[src/rtl/perf_snapshot.sv]
// ============================================================================
// Module      : perf_snapshot
// Description : Captures three live performance counters atomically and sends
//               them as a byte frame over a valid/ready stream. Defining
//               PERF_SNAPSHOT_CHECKSUM_EN appends an XOR checksum byte.
// Revision    : 1.0 - initial release
// ============================================================================
`default_nettype none

module perf_snapshot #(
    parameter logic [7:0] SYNC_WORD = 8'hA5
) (
    input  logic        clk,
    input  logic        reset,
    input  logic [19:0] instruction_count,
    input  logic [19:0] memory_access_count,
    input  logic [19:0] memory_correction_count,
    input  logic        snap_req,
    input  logic        out_ready,
    output logic        out_valid,
    output logic [7:0]  out_data,
    output logic        out_last,
    output logic        snap_busy
);

    localparam logic [1:0] c_IDLE = 2'd0;
    localparam logic [1:0] c_SEND = 2'd1;
`ifdef PERF_SNAPSHOT_CHECKSUM_EN
    localparam logic [1:0] c_CSUM = 2'd2;
`endif
    localparam logic [3:0] c_LAST_IDX = 4'd9;

    logic [1:0]  r_state;
    logic [1:0]  w_next_state;
    logic [19:0] r_instr;
    logic [19:0] r_access;
    logic [19:0] r_corr;
    logic [3:0]  r_idx;
    logic [7:0]  w_byte;
    logic        w_xfer;
    logic        w_last_data;
`ifdef PERF_SNAPSHOT_CHECKSUM_EN
    logic [7:0]  r_csum;
`endif

    assign w_xfer      = out_valid & out_ready;
    assign w_last_data = (r_idx == c_LAST_IDX);

    // Frame bytes: sync, then each count zero-extended to 24 bits, LSB first
    always_comb begin
        w_byte = 8'h00;
        case (r_idx)
            4'd0:    w_byte = SYNC_WORD;
            4'd1:    w_byte = r_instr[7:0];
            4'd2:    w_byte = r_instr[15:8];
            4'd3:    w_byte = {4'h0, r_instr[19:16]};
            4'd4:    w_byte = r_access[7:0];
            4'd5:    w_byte = r_access[15:8];
            4'd6:    w_byte = {4'h0, r_access[19:16]};
            4'd7:    w_byte = r_corr[7:0];
            4'd8:    w_byte = r_corr[15:8];
            4'd9:    w_byte = {4'h0, r_corr[19:16]};
            default: w_byte = 8'h00;
        endcase
    end

    always_ff @(posedge clk or negedge reset) begin
        if (!reset) begin
            r_state <= c_IDLE;
        end else begin
            r_state <= w_next_state;
        end
    end

    always_comb begin
        w_next_state = r_state;
        out_valid    = 1'b0;
        out_last     = 1'b0;
        out_data     = 8'h00;
        case (r_state)
            c_IDLE: begin
                if (snap_req) begin
                    w_next_state = c_SEND;
                end
            end
            c_SEND: begin
                out_valid = 1'b1;
                out_data  = w_byte;
`ifdef PERF_SNAPSHOT_CHECKSUM_EN
                if (out_ready && w_last_data) begin
                    w_next_state = c_CSUM;
                end
`else
                out_last = w_last_data;
                if (out_ready && w_last_data) begin
                    w_next_state = c_IDLE;
                end
`endif
            end
`ifdef PERF_SNAPSHOT_CHECKSUM_EN
            c_CSUM: begin
                out_valid = 1'b1;
                out_last  = 1'b1;
                out_data  = r_csum;
                if (out_ready) begin
                    w_next_state = c_IDLE;
                end
            end
`endif
            default: begin
                w_next_state = c_IDLE;
            end
        endcase
    end

    assign snap_busy = out_valid;

    // Shadow capture happens only on the IDLE->SEND edge, so later count
    // changes and mid-frame requests cannot disturb the frame in flight.
    always_ff @(posedge clk or negedge reset) begin
        if (!reset) begin
            r_instr  <= 20'h0;
            r_access <= 20'h0;
            r_corr   <= 20'h0;
            r_idx    <= 4'd0;
        end else if (r_state == c_IDLE) begin
            r_idx <= 4'd0;
            if (snap_req) begin
                r_instr  <= instruction_count;
                r_access <= memory_access_count;
                r_corr   <= memory_correction_count;
            end
        end else if (r_state == c_SEND && w_xfer) begin
            r_idx <= w_last_data ? 4'd0 : r_idx + 4'd1;
        end
    end

`ifdef PERF_SNAPSHOT_CHECKSUM_EN
    always_ff @(posedge clk or negedge reset) begin
        if (!reset) begin
            r_csum <= 8'h00;
        end else if (r_state == c_IDLE) begin
            r_csum <= 8'h00;
        end else if (r_state == c_SEND && w_xfer) begin
            r_csum <= r_csum ^ w_byte;
        end
    end
`endif

endmodule

`default_nettype wire

[config.mk]
export PLATFORM = sky130hd
export DESIGN_NAME = perf_snapshot
export DESIGN_NICKNAME = d
export VERILOG_FILES = /design/src/rtl/perf_snapshot.sv
export SDC_FILE = /design/constraint.sdc
export NUM_CORES = 1
export LEC_CHECK = 0
export ABC_CLOCK_PERIOD_IN_PS = 2000
export BUFFER_PORTS_ARGS = -buffer_cell sky130_fd_sc_hd__buf_4
export CORE_AREA = 4 4 109 111
export CTS_CLUSTER_SIZE = 10
export DETAILED_ROUTE_END_ITERATION = 6
export DIE_AREA = 0 0 113 115
export PLACE_DENSITY_LB_ADDON = 0.3
export RECOVER_POWER = 50
export SLEW_MARGIN = 0
export SYNTH_ARGS = -nofsm -noshare
export SYNTH_HDL_FRONTEND = slang
export SYNTH_SLANG_ARGS = --single-unit
export TNS_END_PERCENT = 10
[constraint.sdc]
create_clock -name clk -period 2 [get_ports clk]
set_input_delay 0.2 -clock clk [delete_from_list [all_inputs] [get_ports clk]]
set_output_delay 0.2 -clock clk [all_outputs]
set_load 0.01 [all_outputs]
==> results.json <==
{
  "status": "finished, violations left",
  "violations": "negative setup slack",
  "start_kind": "register",
  "synthArstFlopShare": 1.000,
  "worstHoldPathType": "in -> reg",
  "cpLargestDelayFamily": "compound AO/OA/AOI/OAI gates",
  "synth_cell_types": 42,
  "synth.area.top_cells": "dfrtp_1 (51%), mux2_2 (22%), a22o_1 (2.5%)",
  "finalMaxSlewViolations": 0,
  "yosysTopAreaCell": "dfrtp_1",
  "p_switching_mw": 2.401,
  "relSlewSlack": 0.04152,
  "numCtsBuffers": 9,
  "die_w_um": 113,
  "total_power_mw": 6.854,
  "fin_util": 0.3972,
  "cap_viol_max_count": 0,
  "timing.hold.ws_ns": 0.08733,
  "cpPeakStageDelay_ns": 0.48,
  "drt_wl_total_mm": 8.181,
  "vias": 2380,
  "fin_cells": 488,
  "final_cell_area_sq_um": 4287,
  "arrival_ns": 1.91,
  "ios": 75,
  "first_pass_iters": 4,
  "area_growth_pct": 33.72,
  "rows": 38,
  "critPathKind": "reg -> out",
  "place.port_buffers": 74,
  "clock_skew_ns": 0.004908,
  "gr-total-overflow": 0,
  "powerDensity_nw_per_um2": 1599,
  "ant_nets": 0,
  "grt_use_total": 0.1300,
  "htree_num_levels": 3,
  "dpl.hpwl_mm": 5.903,
  "max_slew.worst_pin.slew_ns": 1.438,
  "post_dp_cell_area_sq_um": 3940,
  "antenna_found_initial": 0,
  "grt_first_pass_wirelength_mm": 12.99,
  "syn_area_per_cell_sq_um": 12.42,
  "synth_seq_cells": 65,
  "vdd_drop_max_mv": 0.8614,
  "syn_area_sq_um": 3206,
  "cp.buffers_inverters": 1,
  "seq_power_share": 0.366,
  "swShare": 0.3503,
  "yosysSeqAreaShare": 0.5074,
  "synth_common_cells": "dfrtp_1 (65), mux2_2 (63), buf_2 (12)",
  "clkPwrFrac": 0.169,
  "via_per_inst": 4.877,
  "start_util": 0.2970,
  "grt_pass1_vias": 2457,
  "crit_path_end_kind": "output pin",
  "synth_top_cell_area_share": 0.5074,
  "fin_crit_sh": 1.055,
  "rsz0062_at_grt": "yes",
  "cp_max_fo": 8,
  "max-clock-path-buffers": 2,
  "cts-root-buf": "clkbuf_8",
  "clk_pin_slew_ns": 0.07,
  "dieHeight_um": 115,
  "synth.most_common_cell": "dfrtp_1",
  "final_nets": 407,
  "hold_viol": 0,
  "fmax_mhz": 473.8,
  "critical_path.slowest_cell": "dfrtp_2",
  "synthesis.instances": 258,
  "drive_gt1_frac": 0.5460,
  "drt_iter0_drc": 115,
  "die-area_sq_um": 13000,
  "p_int_mw": 4.453,
  "yosys_most_used_dff": "dfrtp_1",
  "tritoncts": "done",
  "diodes": 0,
  "dp_slack_ns": 0.07082,
  "ys_warn_count": 0,
  "fp.coreArea_sq_um": 10790,
  "syn_nets": 322,
  "grt_max_degree": 66,
  "fin_crit_ns": 2.111,
  "path_cells": "and3b_2 > a22o_1 > a221oi_2 > a21oi_2 > buf_4",
  "setup_tns_ns": -0.3352,
  "leakage_nw": 1.826,
  "dp_cells": 463,
  "drc": 0,
  "worstPathRequired_ns": 1.80,
  "synth-edff-count": 0,
  "fin_ws_ns": -0.1106,
  "gp_congestion": 0.9588,
  "clk_latency_ns": 0.34,
  "wire_per_inst_um": 16.76,
  "report.final.setup_viol": 6,
  "cts_num_sinks": 65,
  "power_frac_comb": 0.465
}
## placed cells by master (no fill, tap or decap), drive strengths merged, types with 4 or more instances in the layout
cell type   n
mux2       63
nor2b       9
clkbuf     14
nand3b      6
buf        92
a22o        9
a21oi       9
nand2       9
a21o        4
nor2        6
mux2i       4
o21ai       7
dfrtp      65
nand3      11
## logic make-up (layout without fill, tap and decap cells)
| group | after synthesis | count (layout) | synth area share |
|---|---|---|---|
| simple gates | 56 | 56 | 0.1042 |
| compound gates | 47 | 47 | 0.1105 |
| flops | 65 | 65 | 0.5074 |
| buf+inv | 21 | 111 | 0.03864 |
| mux | 67 | 67 | 0.2338 |
| xor+xnor | 2 | 2 | 0.005465 |
## per-layer routing
metal,global-route usage,part of all wire,vias to the layer above
met5,0,0,-
met4,0.04247,0.012,0
met3,0.04000,0.052,8
met2,0.2077,0.49,69
met1,0.1689,0.45,1186
li1,-,-,1117
## power groups by stage
stage          logic, mW  registers, mW  clock network [mW]
2_1_floorplan       2.09           2.26                   0
3_3_place_gp        2.88           2.55                   0
3_5_place_dp        2.90           2.55                   0
4_1_cts             3.13           2.52                1.20
5_1_grt             3.47           2.60                1.25
6_report            3.19           2.51                1.16
## final cells by class
class | count | area [sq um]
Sequential cell | 65 | 1632
Multi-Input combinational cell | 172 | 1519
Inverter | 2 | 10.01
Clock buffer | 14 | 172.7
Timing Repair Buffer | 93 | 743.2
Clock inverter | 2 | 35.03
Tap cell | 140 | 175.2
Fill cell | 1034 | 6506
## state kept, by name (all words and copies together) (netlist names)
signal	cells
r_instr	20
r_state	1
r_idx	4
r_corr	20
r_access	20
## what timing repair did
| item | CTS | global route |
|---|---|---|
| pin swaps | 5 | 1 |
| resized for setup | 16 | 5 |
| hold buffers | 1 | 0 |
| endpoints found under the setup margin | 8 | 8 |
| endpoints found under the hold margin | 65 | 0 |
| setup buffers | 6 | 2 |
## final timing paths
| check | cells after the start | startpoint | slack, ns | end |
|---|---|---|---|---|
| hold reg to reg | 1 | r_access[5] | 0.51 | r_access[5] |
| max in group asynchronous | 2 | reset | 0.29 | r_idx[1] |
| min in group asynchronous | 2 | reset | 0.76 | r_instr[3] |
| setup / recovery | 5 | r_idx[3] | -0.11 | out_data[1] |
| setup reg to reg | 3 | r_state[0] | 0.46 | r_corr[3] |
| hold / removal | 2 | memory_correction_count[0] | 0.09 | r_corr[0] |
(Power assumes the default switching activity.)
